### src/rtl/main_data_router_pkg.sv
// Shared constants for the main-data router: FSM state codes, default widths
// and the flat (granule, channel) index used by every per-pair vector.
package mp3_dec_pkg;

   localparam int DEF_NUM_GR = 2;
   localparam int DEF_NUM_CH = 2;
   localparam int DEF_LEN_W  = 12;
   localparam int DEF_CNT_W  = 16;
   localparam int DEF_MDB_W  = 9;

   localparam logic [2:0] ST_IDLE = 3'd0;
   localparam logic [2:0] ST_SKIP = 3'd1;
   localparam logic [2:0] ST_LOAD = 3'd2;
   localparam logic [2:0] ST_SF   = 3'd3;
   localparam logic [2:0] ST_HF   = 3'd4;
   localparam logic [2:0] ST_NEXT = 3'd5;

   // Flat index of a (granule, channel) pair: gr*num_ch + ch.
   function automatic int unsigned pair_idx(input logic g, input logic c, input int unsigned num_ch);
      return (g ? num_ch : 32'd0) + (c ? 32'd1 : 32'd0);
   endfunction

endpackage

### src/rtl/main_data_router_bit_down_counter.sv
// Loadable down-counter with zero and one flags; shared by the stale-bit skip
// count and the remaining Huffman bit count.
module bit_down_counter #(
   parameter int W = 16
) (
   input  logic         clk,
   input  logic         rst,
   input  logic         load,
   input  logic [W-1:0] load_val,
   input  logic         dec,
   output logic         zero,
   output logic         one
);

   logic [W-1:0] count_r;

   // Load has priority; decrement never wraps below zero.
   always_ff @(posedge clk) begin
      if (!rst) begin
         count_r <= {W{1'b0}};
      end else if (load) begin
         count_r <= load_val;
      end else if (dec && (count_r != {W{1'b0}})) begin
         count_r <= count_r - {{(W-1){1'b0}}, 1'b1};
      end else begin
         count_r <= count_r;
      end
   end

   assign zero = (count_r == {W{1'b0}});
   assign one  = (count_r == {{(W-1){1'b0}}, 1'b1});

endmodule

### src/rtl/main_data_router.sv
// Bit-serial router from the main-data FIFO to the per-(gr,ch) scalefactor
// parsers and the Huffman decoder, with reservoir skipping and error flags.
module main_data_router
   import mp3_dec_pkg::*;
#(
   parameter int NUM_GR = DEF_NUM_GR,
   parameter int NUM_CH = DEF_NUM_CH,
   parameter int LEN_W  = DEF_LEN_W,
   parameter int CNT_W  = DEF_CNT_W,
   parameter int MDB_W  = DEF_MDB_W
) (
   input  logic                           clk,
   input  logic                           rst,
   input  logic [CNT_W-1:0]               fifo_sample_count,
   input  logic                           fifo_dout,
   input  logic                           fifo_dout_v,
   output logic                           rea,
   input  logic                           si_valid_in,
   input  logic [MDB_W-1:0]               main_data_begin,
   input  logic [NUM_GR*NUM_CH*LEN_W-1:0] part2_3_length,
   input  logic                           mono,
   input  logic                           sink_ready,
   input  logic [NUM_GR*NUM_CH-1:0]       sf_done,
   output logic                           bit_out,
   output logic [NUM_GR*NUM_CH-1:0]       sf_valid,
   output logic                           hf_valid,
   output logic                           sf_parser_flag,
   output logic                           hf_decoder_flag,
   output logic                           gr,
   output logic                           ch,
   output logic                           granule_done,
   output logic                           frame_done,
   output logic                           underflow_err,
   output logic                           len_err,
   output logic                           si_drop
);

   localparam int NPAIR = NUM_GR * NUM_CH;
   localparam int IDX_W = (NPAIR > 1) ? $clog2(NPAIR) : 1;

   logic [2:0]             state_r, state_nx_s;
   logic [NPAIR*LEN_W-1:0] len_r;
   logic                   mono_r, gr_r, ch_r;
   logic [LEN_W-1:0]       p23_r, bitcnt_r, bitcnt_inc_s, rem_s, len_sel_s;
   logic [IDX_W-1:0]       idx_s;
   logic [CNT_W:0]         skip_s;
   logic                   skip_neg_s, rea_s, xfer_s, done_s;
   logic                   last_ch_s, ch_more_s, gr_more_s;
   logic                   cnt_load_s, cnt_dec_s, cnt_zero_s, cnt_one_s;
   logic [CNT_W-1:0]       cnt_val_s;
   logic                   granule_done_r, frame_done_r, underflow_err_r, len_err_r, si_drop_r;

   assign idx_s        = IDX_W'(pair_idx(gr_r, ch_r, NUM_CH));
   assign len_sel_s    = len_r[idx_s*LEN_W +: LEN_W];
   assign skip_s       = {1'b0, fifo_sample_count} - (CNT_W+1)'({main_data_begin, 3'b000});
   assign skip_neg_s   = skip_s[CNT_W];
   assign done_s       = sf_done[idx_s];
   assign xfer_s       = rea_s && fifo_dout_v;
   // The bit arriving with sf_done is counted before the length comparison.
   assign bitcnt_inc_s = (xfer_s && !(&bitcnt_r)) ? bitcnt_r + {{(LEN_W-1){1'b0}}, 1'b1} : bitcnt_r;
   assign rem_s        = (bitcnt_inc_s > p23_r) ? {LEN_W{1'b0}} : p23_r - bitcnt_inc_s;
   assign last_ch_s    = (NUM_CH > 1) && !mono_r;
   assign ch_more_s    = !ch_r && last_ch_s;
   assign gr_more_s    = (NUM_GR > 1) && !gr_r;

   bit_down_counter #(.W(CNT_W)) u_cnt (
      .clk      (clk),
      .rst      (rst),
      .load     (cnt_load_s),
      .load_val (cnt_val_s),
      .dec      (cnt_dec_s),
      .zero     (cnt_zero_s),
      .one      (cnt_one_s)
   );

   // FIFO pop request: skipping ignores the sink, routing waits for it.
   always_comb begin
      rea_s = 1'b0;
      case (state_r)
         ST_SKIP: rea_s = fifo_dout_v && !cnt_zero_s;
         ST_SF:   rea_s = fifo_dout_v && sink_ready;
         ST_HF:   rea_s = fifo_dout_v && sink_ready && !cnt_zero_s;
         default: rea_s = 1'b0;
      endcase
   end

   // One-hot scalefactor strobe for the pair currently being parsed.
   always_comb begin
      sf_valid = {NPAIR{1'b0}};
      if (state_r == ST_SF) begin
         sf_valid[idx_s] = xfer_s;
      end else begin
         sf_valid = {NPAIR{1'b0}};
      end
   end

   // Next state and shared counter control.
   always_comb begin
      state_nx_s = state_r;
      cnt_load_s = 1'b0;
      cnt_val_s  = {CNT_W{1'b0}};
      cnt_dec_s  = 1'b0;
      case (state_r)
         ST_IDLE: begin
            if (si_valid_in && !skip_neg_s) begin
               state_nx_s = ST_SKIP;
               cnt_load_s = 1'b1;
               cnt_val_s  = skip_s[CNT_W-1:0];
            end else begin
               state_nx_s = ST_IDLE;
            end
         end
         ST_SKIP: begin
            cnt_dec_s = xfer_s;
            if (cnt_zero_s || (xfer_s && cnt_one_s)) begin
               state_nx_s = ST_LOAD;
            end else begin
               state_nx_s = ST_SKIP;
            end
         end
         ST_LOAD: begin
            if (len_sel_s == {LEN_W{1'b0}}) begin
               state_nx_s = ST_NEXT;
            end else begin
               state_nx_s = ST_SF;
            end
         end
         ST_SF: begin
            if (done_s) begin
               cnt_load_s = 1'b1;
               cnt_val_s  = CNT_W'(rem_s);
               state_nx_s = (rem_s == {LEN_W{1'b0}}) ? ST_NEXT : ST_HF;
            end else begin
               state_nx_s = ST_SF;
            end
         end
         ST_HF: begin
            cnt_dec_s = xfer_s;
            if (xfer_s && cnt_one_s) begin
               state_nx_s = ST_NEXT;
            end else begin
               state_nx_s = ST_HF;
            end
         end
         ST_NEXT: begin
            if (ch_more_s || gr_more_s) begin
               state_nx_s = ST_LOAD;
            end else begin
               state_nx_s = ST_IDLE;
            end
         end
         default: state_nx_s = ST_IDLE;
      endcase
   end

   // State, latched side info, pair walk, bit count and status flags.
   always_ff @(posedge clk) begin
      if (!rst) begin
         state_r         <= ST_IDLE;
         len_r           <= {(NPAIR*LEN_W){1'b0}};
         mono_r          <= 1'b0;
         gr_r            <= 1'b0;
         ch_r            <= 1'b0;
         p23_r           <= {LEN_W{1'b0}};
         bitcnt_r        <= {LEN_W{1'b0}};
         granule_done_r  <= 1'b0;
         frame_done_r    <= 1'b0;
         underflow_err_r <= 1'b0;
         len_err_r       <= 1'b0;
         si_drop_r       <= 1'b0;
      end else begin
         state_r        <= state_nx_s;
         granule_done_r <= (state_r == ST_NEXT);
         frame_done_r   <= ((state_r == ST_NEXT) && !ch_more_s && !gr_more_s) ||
                           ((state_r == ST_IDLE) && si_valid_in && skip_neg_s);
         si_drop_r      <= si_valid_in && (state_r != ST_IDLE);
         case (state_r)
            ST_IDLE: begin
               if (si_valid_in) begin
                  len_r  <= part2_3_length;
                  mono_r <= mono;
                  gr_r   <= 1'b0;
                  ch_r   <= 1'b0;
                  if (skip_neg_s) begin
                     underflow_err_r <= 1'b1;
                  end
               end
            end
            ST_LOAD: begin
               p23_r    <= len_sel_s;
               bitcnt_r <= {LEN_W{1'b0}};
            end
            ST_SF: begin
               bitcnt_r <= bitcnt_inc_s;
               if (done_s && (bitcnt_inc_s > p23_r)) begin
                  len_err_r <= 1'b1;
               end
            end
            ST_NEXT: begin
               if (ch_more_s) begin
                  ch_r <= 1'b1;
               end else if (gr_more_s) begin
                  ch_r <= 1'b0;
                  gr_r <= 1'b1;
               end else begin
                  ch_r <= 1'b0;
                  gr_r <= 1'b0;
               end
            end
            default: begin
               bitcnt_r <= bitcnt_r;
            end
         endcase
      end
   end

   assign rea             = rea_s;
   assign bit_out         = fifo_dout;
   assign hf_valid        = xfer_s && (state_r == ST_HF);
   assign sf_parser_flag  = (state_r == ST_SF);
   assign hf_decoder_flag = (state_r == ST_HF);
   assign gr              = gr_r;
   assign ch              = ch_r;
   assign granule_done    = granule_done_r;
   assign frame_done      = frame_done_r;
   assign underflow_err   = underflow_err_r;
   assign len_err         = len_err_r;
   assign si_drop         = si_drop_r;

endmodule
### config.mk
export PLATFORM = sky130hd
export DESIGN_NAME = main_data_router
export DESIGN_NICKNAME = d
export VERILOG_FILES = /design/src/rtl/main_data_router_pkg.sv /design/src/rtl/main_data_router_bit_down_counter.sv /design/src/rtl/main_data_router.sv
export SDC_FILE = /design/constraint.sdc
export NUM_CORES = 1
export LEC_CHECK = 0
export BUFFER_PORTS_ARGS = -buffer_cell sky130_fd_sc_hd__clkbuf_2
export CAP_MARGIN = 20
export CORE_UTILIZATION = 40
export DETAILED_ROUTE_END_ITERATION = 7
export HOLD_SLACK_MARGIN = 0.03
export PLACE_DENSITY = 0.61
export SYNTH_ARGS = -nofsm -noshare
export SYNTH_HDL_FRONTEND = slang
export SYNTH_SLANG_ARGS = --single-unit
### constraint.sdc
create_clock -name clk -period 6 [get_ports clk]
set_clock_uncertainty 0.05 [all_clocks]
set_input_delay 1.2 -clock clk [delete_from_list [all_inputs] [get_ports clk]]
set_output_delay 1.2 -clock clk [all_outputs]
set_load 0.02 [all_outputs]
Word level (Yosys, flattened, before mapping)
Index checks and enable logic that the tools add are counted.
{"block": "word_totals", "inputBits": 84, "reg_bits": 99, "out_inout_bits": 16, "wordCells": 109}
{"block": "op_classes", "n_shift": 1, "reduce_logical": 43, "magnitude_cmp": 3, "eq_ne": 8, "n_mux": 34, "n_mul": 1, "bitwise_logic": 1, "n_addsub": 5}
{"operator": "16-bit 2-to-1 mux", "n": 3}
{"operator": "48-bit by 7-bit variable part select with 12-bit output", "n": 1}
{"operator": "12-bit 2-to-1 mux", "n": 3}
{"operator": "16-bit one-hot mux with 2 select lines", "n": 1}
{"operator": "12-bit logical NOT", "n": 2}
{"operator": "12-bit one-hot mux with 2 select lines", "n": 1}
{"operator": "3-bit one-hot mux with 6 select lines", "n": 1}
{"operator": "1-bit logical AND", "n": 17}
{"operator": "16-bit by 12-bit subtractor with 17-bit output", "n": 1}
{"operator": "16-bit by 1-bit equality test with 1-bit output (second input constant)", "n": 1}
{"operator": "16-bit logical NOT", "n": 1}
{"operator": "16-bit nonzero test", "n": 1}
{"operator": "16-bit by 1-bit subtractor with 16-bit output (second input constant)", "n": 1}
{"operator": "1-bit 2-to-1 mux", "n": 13}
{"operator": "12-bit by 1-bit adder with 12-bit output (second input constant)", "n": 1}
{"operator": "12-bit > comparator", "n": 1}
{"operator": "12-bit AND reduction", "n": 1}
{"operator": "12-bit subtractor", "n": 1}
{"operator": "1-bit logical NOT", "n": 7}
{"operator": "3-bit by 2-bit equality test with 1-bit output (second input constant)", "n": 2}
{"operator": "3-bit equality test (second input constant)", "n": 2}
{"operator": "2-bit 2-to-1 mux", "n": 3}
{"operator": "3-bit 2-to-1 mux", "n": 2}
{"operator": "1-bit one-hot mux with 2 select lines", "n": 3}
{"operator": "other kinds (18)", "n": 26}

Logic depth before layout (Yosys ltp)
Gate-level depths: netlist of run 1.
{"block": "logic_depth", "depth_word": 13, "mapped_depth": 19, "mapped_depth_nobuf": 18}

Cells and area by module
Synthesis of run 1 repeated with hierarchy kept, for this count alone.
{"block": "hier_totals", "cells_unflattened": 767, "hier_area_um2": 6089.6}
{"module": "main_data_router", "seq_area_each_um2": 1661.6, "area_per_inst_um2": 5056.1, "n_inst": 1, "cells_each": 637}
{"module": "bit_down_counter", "seq_area_each_um2": 320.3, "area_per_inst_um2": 1033.5, "n_inst": 1, "cells_each": 130}

Least setup slack after synthesis of run 1
Ideal clock, no wire load.
{"block": "synth_path", "path_kind": "input port to flip-flop", "start": "in sink_ready", "end": "reg state_r[0]", "arrival_time_ps": 4544, "setup_slack_ps": 1315, "t_required_ps": 5859, "path_buffers": 0, "stages": 15, "setup_time_ps": 91, "path_cell_list": "nand3b_1 -> a21oi_1 -> o21ai_2 -> a21oi_2 -> xor2_1 -> ha_1 -> inv_1 -> fa_1 -> a21o_1 -> a21oi_1 -> xor2_1 -> nand3_1 -> or4_1 -> or4_1 -> a311oi_1"}
{"block": "synth_via", "elab_chain_len": 12, "elab_cells_between_ends": 17, "cone_classes": "1 x add/sub; 1 x order compare; 8 x mux; 7 x reduce/logical"}
{"item": "from (decl)", "line": "main_data_router.sv:22", "rtl": "input logic sink_ready,"}
{"item": "1-bit logical AND *", "line": "main_data_router.sv:81, main_data_router.sv:82"}
{"item": "1-bit logical AND", "line": "main_data_router.sv:82", "rtl": "ST_HF: rea_s = fifo_dout_v && sink_ready && !cnt_zero_s;"}
{"item": "1-bit one-hot mux with 3 select lines *", "line": "main_data_router.sv:79", "rtl": "case (state_r)"}
{"item": "1-bit logical AND *", "line": "main_data_router.sv:58", "rtl": "assign xfer_s = rea_s && fifo_dout_v;"}
{"item": "1-bit logical AND", "line": "main_data_router.sv:60", "rtl": "assign bitcnt_inc_s = (xfer_s && !(&bitcnt_r)) ? bitcnt_r + {{(LEN_W-1){1'b0}}, 1'b1} : bitcnt_r;"}
{"item": "12-bit 2-to-1 mux", "line": "main_data_router.sv:60"}
{"item": "12-bit subtractor or 12-bit > comparator (tied branches)", "line": "main_data_router.sv:61", "rtl": "assign rem_s = (bitcnt_inc_s > p23_r) ? {LEN_W{1'b0}} : p23_r - bitcnt_inc_s;"}
{"item": "12-bit 2-to-1 mux", "line": "main_data_router.sv:61"}
{"item": "12-bit logical NOT", "line": "main_data_router.sv:132", "rtl": "state_nx_s = (rem_s == {LEN_W{1'b0}}) ? ST_NEXT : ST_HF;"}
{"item": "1-bit 2-to-1 mux", "line": "main_data_router.sv:132"}
{"item": "3-bit 2-to-1 mux", "line": "main_data_router.sv:129", "rtl": "if (done_s) begin"}
{"item": "3-bit one-hot mux with 6 select lines *", "line": "main_data_router.sv:103", "rtl": "case (state_r)"}
{"item": "to (signal assigned)", "line": "main_data_router.sv:172", "rtl": "state_r <= state_nx_s;"}
{"item": "to (decl)", "line": "main_data_router.sv:41", "rtl": "logic [2:0] state_r, state_nx_s;"}
Mark *: on every way between the ends. The rest lies on a longest branch, timed or not.
A chain may end at the register's enable or synchronous reset.

Final worst setup path of run 1
Same ends and word-level chain as after synthesis.

==> flow_summary.yaml, run 1 <==
floorplan:
  die_w_um: 124
  start_util_pct: 41.1
  coreArea_sq_mm: 0.0145
  die_y_um: 124
  fp.dieArea_sq_mm: 0.0154
  io_pins: 100
  num_rows: 44
setup_path:
  reg2reg_from: "state_r[2]$_SDFF_PN0_"
  crit_start: "sink_ready"
  path_cells: "clkbuf_2 -> nand3b_1 -> a21oi_1 -> o21ai_2 -> a21oi_2 -> nand2_2 -> nor2_1 -> xnor2_1 -> ha_1 -> o21ai_0 -> nor2_1 -> o22ai_2 -> xnor2_1 -> or4_1 -> or4_1 -> a311oi_1"
  start_kind: "primary input"
  crit_buf_inv: 1
  critical_path.top_delay_family: "simple AND/OR/NAND/NOR gates"
  cp.arrival_ns: 5.21
  max_stage_delay_ns: 0.50
  crit_required_ns: 6.22
  worstSetupEndpointType: "flop"
  slowest_stage: "or4_1"
  crit_fanout: 10
  crit_type: "primary input to flop"
synth:
  synthTopCellsByCount: "nand2_1, dfxtp_1, a21oi_1"
  yosys_warnings: 0
  synth-seq-area-share_pct: 33.2
  yosys_most_used_dff: "dfxtp_1"
  synth.top_cell.area_share_pct: 33.2
  syn_nets: 878
  avgSynthCellArea_sq_um: 7.78
  synth_edf_count: 0
  async_flop_share_pct: 0
  syn_area_sq_mm: 0.00597
  yosysUniqueCellTypes: 71
  synthMostInstantiatedCell: "nand2_1"
  synthTopCellsByArea: "dfxtp_1, nand2_1, a21oi_1"
  synth_cells: 767
  synth_area_leader_cell: "dfxtp_1"
  ys_seq_elements: 99
route:
  ant_nets: 0
  wl_per_cell_um: 15.5
  drc_errors: 0
  viasPerCell: 5.55
  via_count: 5717
  firstDrtPassIters: 5
  drt_iter0_markers: 405
  drt-total-wl_um: 16000
finish:
  fill_cells: 1489
  drive_gt1_share_pct: 18.3
  stdcell_count: 1031
  area_delta_synth_final_pct: 15.3
  diodes: 0
  nets: 953
  finish.utilization_pct: 47.3
timing:
  period_needed_ns: 5.00
  tightest_slew_ns: 0.850
  maxSlewViolCount: 0
  holdWs_ns: 0.401
  max-slew-margin-rel_pct: 43.3
  finalSetupTns_ns: 0
  timing.fmax_mhz: 200
  rsz0062_at_grt: "no"
  period_share_pct: 83.3
  finalHoldViolCount: 0
  setup-violations-final: 0
placed_design:
  gp_congestion: 0.887
  post-dp-hpwl_um: 11800
  portBuffers: 97
  place_inst: 1015
global_route:
  grt_pass1_wl_um: 25800
  antenna_found_initial: 0
  grt_max_degree: 52
  grt_pass1_vias: 5107
  grt_usage_pct: 21.8
  grt-ovfl-total: 0
clock_network:
  cts_tree: "built"
  post_cts.repair.setup_buffers: 0
  cts_sinks: 99
  cts_hold_buf: 0
  post_cts_resized: 0
  cts_root_buffer: "clkbuf_16"
  clk_pin_slew_ns: 0.08
  htreeDepth: 3
  clk_latency_ns: 0.36
  cts_buffer_depth: 2
  numCtsBuffers: 9
min_path:
  worstHoldPathType: "flop to flop"
  hold_start: "len_r[30]$_SDFFE_PN0P_"
power_and_ir_drop:
  power_density_mw_per_mm2: 322
  ir_worst_vdd_mv: 0.181
  leakage_uw: 0.00275
flow_run:
  cap_violations: 0
status:
  status: "finished clean"
metrics by stage:
stage                     total power [uW]  setup slack, ns  cell area, sq um
after CTS                             2220             1.06              6880
after detailed placement              1620            0.699              6570
after global routing                  2360            0.732              6880
final                                 2210             1.00              6880
after global placement                1620            0.832              6570
after floorplan                       1430             1.32              5970
layout by cell type, fill, tap and decap left out, types with 3 or more instances in the layout:
cell       netlist  routed
a21o_1           4       4
a21oi_1         90      90
a221oi_1         5       5
a22oi_1          3       3
a311oi_1         3       3
a31oi_1         12      12
and2_1           5       5
and3_1           6       6
buf_4            1       9
clkbuf_16        0       9
clkbuf_2         0      97
dfxtp_1         99      99
ha_1            25      25
inv_1           24      24
inv_8            0       3
mux2i_1          6       6
mux4_2          13      13
nand2_1        157     157
nand2b_1        10      10
nand3_1         23      23
nand3b_1         3       3
nand4_1          4       4
nor2_1          51      51
nor2b_1          7       7
nor3_1          26      26
nor3b_1          3       3
nor4_1          17      17
o211a_1          3       3
o211ai_1         3       3
o21a_1          14      14
o21ai_0         18      18
o21ai_1          8       8
o221a_1          3       3
o22ai_1          5       5
or3_1            6       6
or4_1            5       5
xnor2_1         13      13
xor2_1          13      13
worst register-to-register path: stages (launching register included):
cell,delay [ns]
dfxtp_1,0.42
and2b_2,0.38
nand2_2,0.22
inv_6,0.16
nand3_1,0.35
a21oi_2,0.47
nand2_2,0.21
nor2_1,0.24
xnor2_1,0.10
ha_1,0.37
o21ai_0,0.11
nor2_1,0.26
o22ai_2,0.14
xnor2_1,0.15
or4_1,0.50
or4_1,0.48
a311oi_1,0.22
logic make-up after synthesis:
group | synth area share (%)
DFF | 33.2
xor gates and xnor gates | 3.82
AOI/OAI and AO/OA | 20.4
muxes | 5.91
adders and majority gates | 5.91
and+or+nand+nor | 26.0
buffers and inverters | 4.70
power breakdown:
group	internal, uW	switching (uW)
clock network	307	286
logic	326	472
registers	746	77.4
total	1380	835
worst paths after layout:
path	to	slack, ns	cells after the start
max	state_r[0]$_SDFF_PN0_	1.00	16
min	len_r[30]$_SDFFE_PN0P_	0.40	2
max reg2reg	state_r[0]$_SDFF_PN0_	1.10	16
min reg2reg	len_r[30]$_SDFFE_PN0P_	0.40	2
layer usage:
layer	global-route usage, %	share of wire (%)	vias to the layer above
li1	-	-	2879
met5	0	0	-
met3	4.90	6.2	24
met4	6.32	1.6	0
met2	34.2	44	180
met1	29.8	48	2634
registers in the layout, summed over array words and instances (netlist names):
signal and flops:
len_err 1, granule_done 1, underflow_err 1, u_cnt.count_r 16, p23_r 12, gr 1, si_drop 1, bitcnt_r 12
frame_done 1, mono_r 1, len_r 48, ch 1, state_r 3
cell type report:
| class | instances | area, sq um | area share [%] |
|---|---|---|---|
| flip-flops and latches | 99 | 1980 | 28.8 |
| well taps | 184 | 230 | 3.35 |
| inverters | 26 | 103 | 1.49 |
| clock buffers | 10 | 239 | 3.47 |
| repair buffers | 106 | 553 | 8.04 |
| clock inverters | 6 | 66.3 | 0.964 |
| multi-input cells | 600 | 3700 | 53.9 |
Note: power is estimated with default switching activity, not from simulation.
==> inputs of run 2 (changes only) <==
--- a/config.mk
+++ b/config.mk
@@ -5,6 +5,7 @@
 export SDC_FILE = /design/constraint.sdc
 export NUM_CORES = 1
 export LEC_CHECK = 0
+export ABC_AREA = 1
 export BUFFER_PORTS_ARGS = -buffer_cell sky130_fd_sc_hd__clkbuf_2
 export CAP_MARGIN = 20
 export CORE_UTILIZATION = 40
==> constraint.sdc (replaced) <==
create_clock -name clk -period 4.7 [get_ports clk]
set_clock_uncertainty 0.05 [all_clocks]
set_input_delay 0.94 -clock clk [delete_from_list [all_inputs] [get_ports clk]]
set_output_delay 0.94 -clock clk [all_outputs]
set_load 0.02 [all_outputs]
==> run 2 against run 1 <==
  * Combinational power up 14%
  * Register-to-register slack worse by 0.30 ns
  * Core utilization up 0.26 points
  * Sequential share of layout area down 1.7 points
  * Power up 20%
  * Critical path depth up 4
  * Global-route usage up 0.36 points
  * Setup slack worse by 0.20 ns
  * Cell area up 6.3%
  * Critical endpoint unchanged
  * Sequential power up 18%
  * Wire length up 11%
  * Die area up 6.9%
==> flow_summary.yaml, run 2 <==
setup_path:
  path_cells: "nand2_1 -> nor2_1 -> nor2_1 -> nor2_2 -> nand2_4 -> nand2_4 -> nand2_8 -> xor2_2 -> ha_1 -> inv_1 -> fa_1 -> nand3_1 -> nand3_1 -> nand3_1 -> nand3_1 -> nand3_1 -> nand4_1 -> nor2_1 -> nand2_1 -> a21oi_1"
  start_kind: "flop"
  reg2reg_slack_ns: 0.80
  ff2ff_path_depth: 20
  reg2reg_from: "state_r[0]$_SDFF_PN0_"
  max_stage_delay_ns: 0.43
  slowest_stage: "dfxtp_1"
  crit_fanout: 17
  crit_required_ns: 4.93
  cp.arrival_ns: 4.13
  worstSetupEndpointType: "flop"
  path_common_cell: "nand3_1"
  crit_type: "flop to flop"
  r2r-end: "state_r[0]$_SDFF_PN0_"
timing:
  tightest_slew_ns: 0.855
  setup-violations-final: 0
  maxSlewViolCount: 0
  period_needed_ns: 3.90
  period_share_pct: 83.0
  finalHoldViolCount: 0
  rsz0062_at_grt: "no"
  timing.fmax_mhz: 256
  max-slew-margin-rel_pct: 42.9
  finalSetupTns_ns: 0
synth:
  synthMostInstantiatedCell: "nand2_1"
  ys_seq_elements: 99
  synth_cells: 964
  avgSynthCellArea_sq_um: 6.62
  synth.top_cell.area_share_pct: 31.0
  async_flop_share_pct: 0
  synthTopCellsByCount: "nand2_1, inv_1, nor2_1"
  syn_nets: 1075
  yosys_warnings: 0
  synth-seq-area-share_pct: 31.0
  syn_area_sq_mm: 0.00638
  synth_area_leader_cell: "dfxtp_1"
  yosys_most_used_dff: "dfxtp_1"
  synth_edf_count: 0
  yosysUniqueCellTypes: 43
  synthTopCellsByArea: "dfxtp_1, nand2_1, inv_1"
finish:
  seqCellArea_sq_mm: 0.00198
  fill_cells: 1637
  nets: 1151
  diodes: 0
  finish.utilization_pct: 47.6
  layout_common_cells: "nand2_1, inv_1, nor2_1"
  area_delta_synth_final_pct: 14.5
  largestRegisters: "len_r x48, u_cnt.count_r x16"
  final_common_cell: "nand2_1"
  drive_gt1_share_pct: 15.9
  largest_reg_flops: 48
  top_register: "len_r"
  multiInputGateArea_sq_mm: 0.00367
power_and_ir_drop:
  p_comb_share_pct: 34.3
  internal_power_uw: 1620
  power_frac_seq_pct: 36.7
  leakage_uw: 0.00337
  ir_worst_vdd_mv: 0.193
  clkPwrFrac_pct: 29.0
  power_density_mw_per_mm2: 363
  p_sw_share_pct: 39.1
  total_power_uw: 2660
  p_sw_uw: 1040
flow_run:
  cap_violations: 0
floorplan:
  die_w_um: 128
  io_pins: 100
  die_y_um: 128
  start_util_pct: 41.5
  num_rows: 45
  coreArea_sq_mm: 0.0154
  fp.dieArea_sq_mm: 0.0165
clock_network:
  post_cts.repair.setup_buffers: 0
  clk_pin_slew_ns: 0.08
  cts_sinks: 99
  clk_latency_ns: 0.36
  post_cts_resized: 0
  cts_buffer_depth: 2
  cts_root_buffer: "clkbuf_16"
  cts_hold_buf: 0
  cts_tree: "built"
  htreeDepth: 3
  numCtsBuffers: 9
route:
  ant_nets: 0
  drt_iter0_markers: 402
  viasPerCell: 5.04
  via_count: 6327
  firstDrtPassIters: 5
  wl_per_cell_um: 14.1
  drt-total-wl_um: 17700
  drc_errors: 0
min_path:
  hold_depth: 2
  hold_start: "len_r[6]$_SDFFE_PN0P_"
  hold_path_end: "len_r[6]$_SDFFE_PN0P_"
  worstHoldPathType: "flop to flop"
placed_design:
  post-dp-hpwl_um: 13400
  gp_congestion: 0.928
  portBuffers: 97
global_route:
  antenna_found_initial: 0
  grt-ovfl-total: 0
  grt_pass1_vias: 5619
  grt_max_degree: 79
  grt_pass1_wl_um: 28400
  grt_usage_pct: 22.1
status:
  status: "finished clean"
-- run 2: cell type report --
class                      instances  area share (%)
clock buffer                       9            3.08
clock inverter                     7            1.25
inverter                         146            7.56
multi-input combinational        682            50.2
sequential                        99            27.1
tap                              211            3.61
timing repair buffer             102            7.15
-- run 2: metal layers --
| metal | global-route usage, % | vias up | share of wire [%] |
|---|---|---|---|
| met5 | 0 | - | 0 |
| met4 | 4.29 | 0 | 1.0 |
| met1 | 30.1 | 2846 | 48 |
| met2 | 36.2 | 173 | 45 |
| li1 | - | 3296 | - |
| met3 | 4.62 | 12 | 5.4 |
-- run 2: logic make-up after synthesis --
| family | Yosys count | share of synthesized area, % |
|---|---|---|
| and+or+nand+nor | 402 | 28.6 |
| AOI/OAI and AO/OA | 224 | 19.4 |
| buffers and inverters | 183 | 11.4 |
| DFF | 99 | 31.0 |
| xor gates and xnor gates | 29 | 4.10 |
| adders and majority gates | 27 | 5.53 |
-- run 2: how the worst max path moves through the flow --
stage	startpoint	to	slack, ns	cells after the start
global route	state_r[0]$_SDFF_PN0_	state_r[0]$_SDFF_PN0_	0.53	20
floorplan	sink_ready	state_r[0]$_SDFF_PN0_	1.29	19
detailed placement	sink_ready	state_r[0]$_SDFF_PN0_	0.73	19
CTS	state_r[0]$_SDFF_PN0_	state_r[0]$_SDFF_PN0_	0.88	20
finish	state_r[0]$_SDFF_PN0_	state_r[0]$_SDFF_PN0_	0.80	20
global placement	sink_ready	state_r[0]$_SDFF_PN0_	0.83	19
-- run 2: critical path: cells and delay by family (launching register included) --
| family | cells | cell delay [ns] |
|---|---|---|
| adder cells (fa/ha/maj) | 2 | 0.58 |
| buffers and inverters | 1 | 0.07 |
| XOR/XNOR | 1 | 0.15 |
| AND/OR/NAND/NOR | 15 | 2.41 |
| AO/OA/AOI/OAI | 1 | 0.10 |
| flip-flops | 1 | 0.43 |
-- run 2: per-stage QoR --
| step | std cells | hold slack (ns) | instance area [sq um] | worst slack [ns] |
|---|---|---|---|---|
| after floorplan | 964 | 0.380 | 6380 | 1.29 |
| after global placement | 1240 | 0.392 | 7000 | 0.825 |
| after detailed placement | 1240 | 0.396 | 7000 | 0.733 |
| after CTS | 1256 | 0.408 | 7310 | 0.882 |
| after global routing | 1256 | 0.421 | 7310 | 0.530 |
| final | 1256 | 0.404 | 7310 | 0.800 |
-- run 2: power by group through the flow --
stage	clock [uW]	combinational [uW]	sequential, uW
final	769	912	975
after global routing	818	1040	983
after CTS	788	904	974
after detailed placement	0	898	994
after global placement	0	898	993
after floorplan	0	693	981
==> inputs of run 3 (changes only) <==
==> constraint.sdc (replaced) <==
create_clock -name clk -period 3.6 [get_ports clk]
set_clock_uncertainty 0.05 [all_clocks]
set_input_delay 0.72 -clock clk [delete_from_list [all_inputs] [get_ports clk]]
set_output_delay 0.72 -clock clk [all_outputs]
set_load 0.02 [all_outputs]
==> run 3 against run 2 <==
  * Critical path depth decreased by 1
  * Highest routed layer unchanged
  * Die area unchanged
  * Register-to-register slack got worse by 0.45 ns
  * Clock power increased by 23%
  * Sequential share of layout area decreased by 0.43 points
  * Power increased by 31%
  * Cell count increased by 1.4%
  * Clock-buffer cell count increased by 2
  * Largest cell class unchanged
  * Hold slack got worse by 0.0024 ns
==> flow_summary.yaml, run 3 (synthesis gave the netlist of run 2 again) <==
status:
  status: "finished clean"
timing:
  max-slew-margin-rel_pct: 40.0
  tightest_slew_ns: 0.898
  period_needed_ns: 3.25
  timing.fmax_mhz: 308
  finalSetupTns_ns: 0
  rsz0062_at_grt: "no"
  period_share_pct: 90.3
  maxSlewViolCount: 0
  setup-violations-final: 0
  finalHoldViolCount: 0
global_route:
  groute.layer.met3.usage_pct: 4.03
  grt.met1_usage_pct: 31.4
  antenna_found_initial: 0
  grt_max_degree: 62
  use_met2_pct: 35.3
  grt_pass1_wl_um: 28500
  grt-ovfl-total: 0
  grt_busiest_layer: "met2"
  grt_usage_pct: 22.3
  grt_pass1_vias: 5633
floorplan:
  die_w_um: 128
  num_rows: 45
  coreArea_sq_mm: 0.0154
  start_util_pct: 41.5
  fp.dieArea_sq_mm: 0.0165
  io_pins: 100
  die_y_um: 128
finish:
  final_common_cell: "nand2_1"
  seqCellArea_sq_mm: 0.00198
  fill_cells: 1606
  diodes: 0
  layout_common_cells: "nand2_1, inv_1, nor2_1"
  top_register: "len_r"
  design_area_sq_mm: 0.00743
  area_delta_synth_final_pct: 16.4
  multiInputGateArea_sq_mm: 0.00368
  largestRegisters: "len_r x48, u_cnt.count_r x16"
  nets: 1170
  drive_gt1_share_pct: 17.6
  largest_reg_flops: 48
  stdcell_count: 1274
setup_path:
  crit_required_ns: 3.82
  start_kind: "flop"
  max_stage_delay_ns: 0.40
  crit_type: "flop to flop"
  worstSetupEndpointType: "flop"
  slowest_stage: "fa_1"
  cp.arrival_ns: 3.47
  path_cells: "ha_1 -> inv_1 -> nor2_1 -> nand3_2 -> nand2_8 -> xor2_2 -> ha_1 -> inv_1 -> fa_1 -> nand3_1 -> nand3_1 -> buf_4 -> xnor2_1 -> inv_1 -> o21ai_0 -> nand3_1 -> nor2_1 -> nand2_1 -> a21oi_1"
  crit_fanout: 9
route:
  drt_iter0_markers: 360
  drt-total-wl_um: 17700
  firstDrtPassIters: 7
  ant_nets: 0
  via_count: 6263
  viasPerCell: 4.92
  wl_per_cell_um: 13.9
  drc_errors: 0
power_and_ir_drop:
  total_power_uw: 3470
  ir_worst_vdd_mv: 0.248
  power_density_mw_per_mm2: 467
  leakage_uw: 0.00345
min_path:
  worstHoldPathType: "flop to flop"
placed_design:
  place_inst: 1259
  post-dp-hpwl_um: 13700
  portBuffers: 97
  dpl_cell_area_sq_mm: 0.00714
  gp_congestion: 0.926
clock_network:
  clk_latency_ns: 0.35
  htreeDepth: 3
  cts_tree: "built"
  cts_sinks: 99
  numCtsBuffers: 9
  cts_buffer_depth: 2
  cts_hold_buf: 0
  clk_pin_slew_ns: 0.07
  cts_root_buffer: "clkbuf_16"
flow_run:
  cap_violations: 0
[run 3: cell types whose count changed in the layout (fill, tap and decap cells not counted)]
cell	previous run	this run
clkbuf_8	0	2
nand3_2	5	7
clkinv_8	3	0
buf_4	5	24
inv_12	1	0
dfxtp_1	99	98
clkinv_2	0	1
dfxtp_2	0	1
nand3_1	55	53
[run 3: per-layer routing]
metal	routed length, um	vias up
li1	-	3326
met1	8860	2795
met2	7800	122
met3	842	20
met4	201	0
met5	0	-
[run 3: worst max-delay path, delay by kind of cell (launching register included)]
| family | cells | cell delay, ns |
|---|---|---|
| simple gates | 8 | 0.93 |
| compound gates | 2 | 0.30 |
| fa+ha+maj | 3 | 0.81 |
| buf+inv | 4 | 0.39 |
| flops | 1 | 0.35 |
| xor+xnor | 2 | 0.35 |
[run 3: through the flow]
step | setup slack, ns | utilization (%) | hold slack (ns)
after global placement | 0.236 | 46.4 | 0.389
final | 0.350 | 48.4 | 0.402
after detailed placement | 0.231 | 46.4 | 0.393
after floorplan | 0.412 | - | 0.380
after CTS | 0.300 | 48.3 | 0.403
after global routing | 0.0317 | 48.4 | 0.424
[run 3: path summary, 6_finish.rpt]
path,cells after the start,startpoint,slack [ns],to
max reg2reg,19,bitcnt_r[1]$_SDFFE_PN0P_,0.35,state_r[0]$_SDFF_PN0_
min,2,len_r[12]$_SDFFE_PN0P_,0.40,len_r[12]$_SDFFE_PN0P_
max,19,bitcnt_r[1]$_SDFFE_PN0P_,0.35,state_r[0]$_SDFF_PN0_
min reg2reg,2,len_r[12]$_SDFFE_PN0P_,0.40,len_r[12]$_SDFFE_PN0P_
[run 3: area by class of cell]
class / instances / share of cell area, %
Clock inverter: 4 / 0.421
Inverter: 146 / 7.44
Timing Repair Buffer: 121 / 8.95
Multi-Input combinational cell: 682 / 49.6
Clock buffer: 11 / 3.40
Tap cell: 211 / 3.55
Sequential cell: 99 / 26.7
[run 3: power by group]
part | leakage [uW] | internal, uW | switching, uW
clock network | 0.000142 | 508 | 441
logic | 0.00249 | 453 | 798
registers | 0.000813 | 1210 | 64.4
total | 0.00345 | 2170 | 1300
[run 3: repair_timing]
item	in CTS	in global routing
gates resized for setup	0	3
setup buffers	0	0
setup endpoints to repair	0	2
